File: config.mk
export PLATFORM = sky130hd
export DESIGN_NAME = neuron_array_core
export DESIGN_NICKNAME = d
export VERILOG_FILES = /design/src/rtl/neuron_array_core.sv
export SDC_FILE = /design/constraint.sdc
export NUM_CORES = 2
export LEC_CHECK = 0
export BUFFER_PORTS_ARGS = -buffer_cell sky130_fd_sc_hd__buf_2
export CORE_MARGIN = 8
export CORE_UTILIZATION = 57
export DETAILED_ROUTE_END_ITERATION = 7
export HOLD_SLACK_MARGIN = 0.02
export PLACE_DENSITY = 0.81
export SYNTH_ARGS = -nofsm -noshare
export SYNTH_HDL_FRONTEND = slang
export SYNTH_SLANG_ARGS = --single-unit
File: constraint.sdc
create_clock -name clk -period 7.5 [get_ports clk]
set_input_delay 0.375 -clock clk [delete_from_list [all_inputs] [get_ports clk]]
set_output_delay 0.375 -clock clk [all_outputs]
set_load 0.01 [all_outputs]
File: src/rtl/neuron_array_core.sv
// Time-multiplexed array of two-variable (v, w) fixed-point neurons sharing a
// 4-stage update pipeline, with step-control FSM, preload port and spike flag.
module neuron_array_core #(
  parameter int N_NEURONS  = 8,
  parameter int INT_WIDTH  = 3,
  parameter int FRC_WIDTH  = 12,
  parameter int TAU_SHIFT  = 1,
  parameter int TIME_SHIFT = 7,
  parameter int A_CONST    = 2867,
  parameter int DZ_THRESH  = 175,
  parameter int SPIKE_TH   = 4096,
  parameter int V_RST      = -4895,
  parameter int W_RST      = -2560,
  localparam int IDX_W     = $clog2(N_NEURONS),
  localparam int W         = 1 + INT_WIDTH + FRC_WIDTH
) (
  input  logic                    clk,
  input  logic                    rst,
  input  logic                    start,
  output logic                    busy,
  output logic                    done,
  input  logic                    cfg_we,
  input  logic                    cfg_sel,
  input  logic [IDX_W-1:0]        cfg_addr,
  input  logic signed [W-1:0]     cfg_i,
  input  logic signed [W-1:0]     cfg_v,
  input  logic signed [W-1:0]     cfg_w,
  output logic                    out_valid,
  output logic [IDX_W-1:0]        out_idx,
  output logic signed [W-1:0]     out_v,
  output logic signed [W-1:0]     out_w,
  output logic                    spike
);
  localparam int XW = W + 4;
  localparam int YW = W + 2;
  localparam logic signed [YW-1:0] A_Y      = YW'(A_CONST);
  localparam logic signed [XW-1:0] RND_V    = XW'(2 ** (TIME_SHIFT - 1));
  localparam logic signed [XW-1:0] RND_W    = XW'(2 ** (TAU_SHIFT + TIME_SHIFT - 1));
  localparam logic signed [XW-1:0] DZ_POS   = XW'(DZ_THRESH);
  localparam logic signed [XW-1:0] DZ_NEG   = XW'(-DZ_THRESH);
  localparam logic signed [XW-1:0] SPIKE_X  = XW'(SPIKE_TH);
  localparam logic signed [XW-1:0] SAT_MAX  = XW'(2 ** (W - 1) - 1);
  localparam logic signed [XW-1:0] SAT_MIN  = XW'(-(2 ** (W - 1)));
  localparam logic signed [W-1:0]  V_INIT   = W'(V_RST);
  localparam logic signed [W-1:0]  W_INIT   = W'(W_RST);
  localparam logic [IDX_W-1:0]     LAST     = IDX_W'(N_NEURONS - 1);
  localparam logic signed [W:0]    E_MAX    = 3;

  // Piecewise-linear 2^x: (1 + frac) scaled by the integer part; the exponent is
  // clipped at +3 so the result always fits the widened datapath.
  function automatic logic signed [XW-1:0] pow_2_function(input logic signed [W:0] x);
    logic signed [W:0] e;
    logic [XW-1:0]     m;
    logic [XW-1:0]     r;
    e = x >>> FRC_WIDTH;
    m = {{(XW-FRC_WIDTH-1){1'b0}}, 1'b1, x[FRC_WIDTH-1:0]};
    if (e >= E_MAX)   r = m << 3;
    else if (!e[W])   r = m << e[1:0];
    else              r = m >> (-e);
    return $signed(r);
  endfunction

  function automatic logic signed [W-1:0] sat(input logic signed [XW-1:0] x);
    if (x > SAT_MAX)      return SAT_MAX[W-1:0];
    else if (x < SAT_MIN) return SAT_MIN[W-1:0];
    else                  return x[W-1:0];
  endfunction

  typedef enum logic [1:0] {IDLE, RUN, DRAIN, DONE} state_t;
  state_t state_reg, state_next;
  logic [IDX_W-1:0] cnt_reg, cnt_next;
  logic issue, done_reg;

  logic                    s1_valid, s2_valid, s3_valid;
  logic [IDX_W-1:0]        s1_idx, s2_idx, s3_idx;
  logic signed [W-1:0]     s1_v, s1_w, s1_i, s2_v, s2_w, s3_v_old;
  logic signed [XW-1:0]    s2_p, s2_n, s2_lin, s3_vn, s3_wn;
  logic signed [YW-1:0]    s2_y1;

  logic signed [W-1:0]     v_mem [N_NEURONS];
  logic signed [W-1:0]     w_mem [N_NEURONS];
  logic signed [W-1:0]     i_mem [N_NEURONS];
  logic signed [W-1:0]     sat_v, sat_w;
  logic                    cfg_ok;

  always_ff @(posedge clk) begin
    if (rst) begin
      state_reg <= IDLE;
      cnt_reg   <= '0;
      done_reg  <= 1'b0;
    end else begin
      state_reg <= state_next;
      cnt_reg   <= cnt_next;
      done_reg  <= (state_reg == DONE);
    end
  end

  always_comb begin
    state_next = state_reg;
    cnt_next   = cnt_reg;
    issue      = 1'b0;
    case (state_reg)
      IDLE: if (start) begin
        state_next = RUN;
        cnt_next   = '0;
      end
      RUN: begin
        issue = 1'b1;
        if (cnt_reg == LAST) begin
          state_next = DRAIN;
          cnt_next   = '0;
        end else begin
          cnt_next = cnt_reg + IDX_W'(1);
        end
      end
      // The last neuron's result is written on the edge that leaves DRAIN.
      DRAIN: if (s3_valid && s3_idx == LAST) state_next = DONE;
      DONE:    state_next = IDLE;
      default: state_next = IDLE;
    endcase
  end

  assign busy   = (state_reg != IDLE);
  assign done   = done_reg;
  assign cfg_ok = cfg_we && (state_reg == IDLE);

  genvar gi;
  generate
    for (gi = 0; gi < N_NEURONS; gi++) begin : g_neuron
      logic signed [W-1:0] v_q, w_q, i_q;
      logic wb_hit, cfg_hit;
      assign wb_hit  = s3_valid && (s3_idx == IDX_W'(gi));
      assign cfg_hit = cfg_ok && (cfg_addr == IDX_W'(gi));
      always_ff @(posedge clk) begin
        if (rst) begin
          v_q <= V_INIT;
          w_q <= W_INIT;
          i_q <= '0;
        end else begin
          if (wb_hit) begin
            v_q <= sat_v;
            w_q <= sat_w;
          end else if (cfg_hit && cfg_sel) begin
            v_q <= cfg_v;
            w_q <= cfg_w;
          end
          if (cfg_hit && !cfg_sel) i_q <= cfg_i;
        end
      end
      assign v_mem[gi] = v_q;
      assign w_mem[gi] = w_q;
      assign i_mem[gi] = i_q;
    end
  endgenerate

  // Stage 2 inputs: exponentials and the linear part of dv, plus the w drive y1.
  logic signed [W:0]    v1e, v1n;
  logic signed [XW-1:0] v1x, w1x, i1x, p_c, n_c, lin_c;
  logic signed [YW-1:0] v1y, w1y, y1_c;
  assign v1e   = {s1_v[W-1], s1_v};
  assign v1n   = -v1e;
  assign v1x   = {{(XW-W){s1_v[W-1]}}, s1_v};
  assign w1x   = {{(XW-W){s1_w[W-1]}}, s1_w};
  assign i1x   = {{(XW-W){s1_i[W-1]}}, s1_i};
  assign v1y   = {{(YW-W){s1_v[W-1]}}, s1_v};
  assign w1y   = {{(YW-W){s1_w[W-1]}}, s1_w};
  assign p_c   = pow_2_function(v1e);
  assign n_c   = pow_2_function(v1n);
  assign lin_c = (v1x <<< 2) + v1x - w1x + i1x;
  assign y1_c  = v1y + A_Y - (w1y >>> 1);

  // Stage 3 inputs: full dv with dead-zone, rounded timestep integration.
  logic signed [XW-1:0] diff_c, dv_raw_c, dv_c, v2x, w2x, y1x, vn_c, wn_c;
  logic                 in_dz_c;
  assign diff_c   = s2_n - s2_p;
  assign dv_raw_c = (diff_c <<< 1) + diff_c + s2_lin;
  assign in_dz_c  = (dv_raw_c > DZ_NEG) && (dv_raw_c < DZ_POS);
  assign dv_c     = in_dz_c ? '0 : dv_raw_c;
  assign v2x      = {{(XW-W){s2_v[W-1]}}, s2_v};
  assign w2x      = {{(XW-W){s2_w[W-1]}}, s2_w};
  assign y1x      = {{(XW-YW){s2_y1[YW-1]}}, s2_y1};
  assign vn_c     = v2x + ((dv_c + RND_V) >>> TIME_SHIFT);
  assign wn_c     = w2x + ((y1x + RND_W) >>> (TAU_SHIFT + TIME_SHIFT));

  logic signed [XW-1:0] vox, svx;
  logic                 spike_c;
  assign sat_v   = sat(s3_vn);
  assign sat_w   = sat(s3_wn);
  assign vox     = {{(XW-W){s3_v_old[W-1]}}, s3_v_old};
  assign svx     = {{(XW-W){sat_v[W-1]}}, sat_v};
  assign spike_c = s3_valid && (vox < SPIKE_X) && (svx >= SPIKE_X);

  always_ff @(posedge clk) begin
    if (rst) begin
      s1_valid  <= 1'b0;
      s2_valid  <= 1'b0;
      s3_valid  <= 1'b0;
      out_valid <= 1'b0;
      spike     <= 1'b0;
      out_idx   <= '0;
      out_v     <= '0;
      out_w     <= '0;
    end else begin
      s1_valid <= issue;
      if (issue) begin
        s1_idx <= cnt_reg;
        s1_v   <= v_mem[cnt_reg];
        s1_w   <= w_mem[cnt_reg];
        s1_i   <= i_mem[cnt_reg];
      end
      s2_valid <= s1_valid;
      s2_idx   <= s1_idx;
      s2_v     <= s1_v;
      s2_w     <= s1_w;
      s2_p     <= p_c;
      s2_n     <= n_c;
      s2_lin   <= lin_c;
      s2_y1    <= y1_c;
      s3_valid <= s2_valid;
      s3_idx   <= s2_idx;
      s3_v_old <= s2_v;
      s3_vn    <= vn_c;
      s3_wn    <= wn_c;
      out_valid <= s3_valid;
      spike     <= spike_c;
      if (s3_valid) begin
        out_idx <= s3_idx;
        out_v   <= sat_v;
        out_w   <= sat_w;
      end
    end
  end
endmodule

==> flow_summary.json <==
{
  "fin_nets": 4262,
  "worst-setup-path-type": "reg -> reg",
  "synth_warnings": 0,
  "post-place-cells": 4758,
  "cp-start-kind": "flop",
  "core.rowCount": 91,
  "globalplace.congestion": 0.9525,
  "synth-main-ff-cell": "dfxtp_1",
  "drv_slew": 0,
  "synthTopCellsByArea": "dfxtp_1 24%, edfxtp_1 16%, nand2_1 8.6%",
  "place_ws_ns": -0.2080,
  "n_fill_cell": 4881,
  "synthArstFlopShare_pct": 0,
  "stdcell_count": 4913,
  "grt_usage_pct": 28.37,
  "area_growth_pct": 11.18,
  "synth_cells": 4015,
  "reg2reg_depth": 36,
  "root_buffer": "clkbuf_16",
  "port_buffers": 94,
  "whs_path_depth": 3,
  "hold_violations": 0,
  "cp_max_fo": 3,
  "grt_pass1_vias": 29450,
  "vdd_drop_max_v": 0.0007931,
  "antenna_found_initial": 16,
  "rr_endpoint": "s3_vn[15]$_DFFE_PN_",
  "fin_tns_setup_ns": 0,
  "cts_sinks": 620,
  "required_ns": 7.89,
  "htreeDepth": 2,
  "cts_tree": "built",
  "rrSetupSlack_ns": 0.02,
  "power_density_nw_per_um2": 521.7,
  "core_um2": 61710,
  "drc": 0,
  "worst_clock_skew_ns": 0.03222,
  "avgSynthCellArea_um2": 8.847,
  "topRoutingLayerUsed": "met5",
  "crit_path_end_kind": "flop",
  "top_regs": "g_neuron.i_q (128), g_neuron.v_q (128), g_neuron.w_q (128)",
  "ant_nets": 0,
  "synth_common_cells": "810 x nand2_1, 441 x nor2_1, 430 x dfxtp_1",
  "worst_skew_pair.late_latency_ns": 0.65,
  "outcome": "finished, final reports clean",
  "r2r-start": "s2_p[0]$_SDFFCE_PP0N_",
  "maxSlewHeadroom_pct": 14.30,
  "post-route-min-period_ns": 7.479,
  "wl_met3_um": 11000,
  "synth_most_common_cell": "nand2_1",
  "period_share_pct": 99.72,
  "critPathTopFamily": "compound AO/OA/AOI/OAI gates",
  "die_w_um": 265.6,
  "critPathMaxStageDelay_ns": 0.49,
  "synth-edff-count": 190,
  "drtPass1Iterations": 7,
  "ys_seq_area_share_pct": 40.30,
  "synthesis.nets": 4268,
  "ys_ff_latch": 620,
  "finalPower_w": 0.02060,
  "pin_count": 95,
  "drv_cap": 0,
  "hpwl_um": 66090,
  "clk_pin_slew_ns": 0.07,
  "met2_length_um": 48500,
  "crit_buf_inv": 5,
  "synth_area_leader_cell": "dfxtp_1",
  "leakagePower_nw": 14.77,
  "critPathSlowestCell": "fa_1",
  "rsz0062_at_grt": "yes",
  "drt-initial-drc-count": 3670,
  "netlist_area_um2": 35520,
  "clockBufferDepth": 3,
  "via_per_inst": 6.300,
  "hp-class": "in -> reg",
  "cp.arrival_ns": 7.86,
  "crit_top_cell": "buf_4",
  "grt_pass1_wl_um": 161400,
  "wl_per_cell_um": 21.25,
  "ys_types": 94,
  "overflow": 0,
  "via_count": 30950,
  "worst_slew_pin_slew_ns": 1.277,
  "cts_buffers": 61,
  "hp-start": "cfg_i[3]",
  "min_to": "g_neuron[2].i_q[3]$_SDFFE_PP0P_",
  "finalWirelength_um": 104400,
  "start_util_pct": 57.56,
  "fmax_ghz": 0.1337,
  "dieHeight_um": 265.6,
  "drt-met1-wl_um": 39660,
  "drive_above_1_share_pct": 14.48,
  "fin_ws_ns": 0.02084,
  "die-area_um2": 70560,
  "grt_max_degree": 218,
  "synth_top_cell_area_share_pct": 24.24,
  "setup_violations": 0
}
-- layout by cell type (no fill, tap or decap), drive strengths merged, types with 55 or more instances in the layout --
cell type,instances
dfxtp,430
ha,142
clkbuf,90
inv,159
mux2i,61
xnor2,73
buf,222
nor2,441
a21oi,272
fa,55
nand3,88
a311oi,118
mux4,100
edfxtp,190
nand2,812
o21ai,189
a211oi,107
-- kinds of logic (layout without fill, tap and decap cells) --
group           count (synthesis)  after routing  share of synthesized area [%]
compound gates                879            879                          16.08
xor+xnor                      105            105                          2.642
fa+ha+maj                     197            197                          8.102
buf+inv                       459            506                          5.023
flops                         620            620                          40.30
mux                           213            213                          9.708
other cells                     0             14                              0
simple gates                 1542           1542                          18.15
-- cell type report --
| class | count | area (µm²) | area share (%) |
|---|---|---|---|
| antenna | 14 | 35.03 | 0.08871 |
| clock inverter | 26 | 232.7 | 0.5893 |
| inverter | 159 | 604.3 | 1.530 |
| multi-input combinational | 2936 | 19860 | 50.29 |
| tap | 837 | 1047 | 2.652 |
| clock buffer | 90 | 1843 | 4.667 |
| timing repair buffer | 231 | 1544 | 3.910 |
| sequential | 620 | 14320 | 36.27 |
-- metal layers --
metal / vias to the layer above / track usage (%)
li1: 14150 / -
met1: 14580 / 36.27
met2: 1807 / 46.77
met3: 410 / 4.663
met4: 8 / 13.60
met5: - / 0
-- what timing repair did --
item	in CTS	in global routing
hold endpoints to repair	29	0
resized for setup	8	51
cloned	0	0
endpoints found under the setup margin	5	11
pin swaps	8	28
buffers inserted	4	12
hold buffers	9	0
-- per-stage QoR --
stage	hold slack, ns	instance area [µm²]	util (%)
after floorplan	0.4003	35580	-
after global placement	0.4028	36970	59.91
after detailed placement	0.4045	36970	59.91
after CTS	0.02019	39190	63.51
after global routing	0.03062	39480	63.98
final	0.04186	39490	63.99
-- worst max path at each step --
stage,to,depth (start not counted),startpoint
finish,s3_vn[15]$_DFFE_PN_,36,s2_p[0]$_SDFFCE_PP0N_
global route,s3_vn[14]$_DFFE_PN_,42,s2_n[0]$_SDFFCE_PP0N_
CTS,s3_vn[18]$_DFFE_PN_,35,s2_n[1]$_SDFFCE_PP0N_
detailed placement,s3_vn[15]$_DFFE_PN_,41,s2_n[0]$_SDFFCE_PP0N_
global placement,s3_vn[18]$_DFFE_PN_,40,s2_n[0]$_SDFFCE_PP0N_
floorplan,s3_vn[15]$_DFFE_PN_,42,s2_n[0]$_SDFFCE_PP0N_
-- worst min-delay path, delay by kind of cell --
| kind | cells | cell delay (ns) |
|---|---|---|
| and+or+nand+nor | 1 | 0.07 |
| buffers and inverters | 1 | 0.15 |
| AOI/OAI and AO/OA | 1 | 0.05 |
-- power by group --
group          internal (W)  switching, W
logic               0.00587       0.00703
registers           0.00423      0.000315
clock network       0.00178       0.00138
Power figures use the tool's default switching activity.
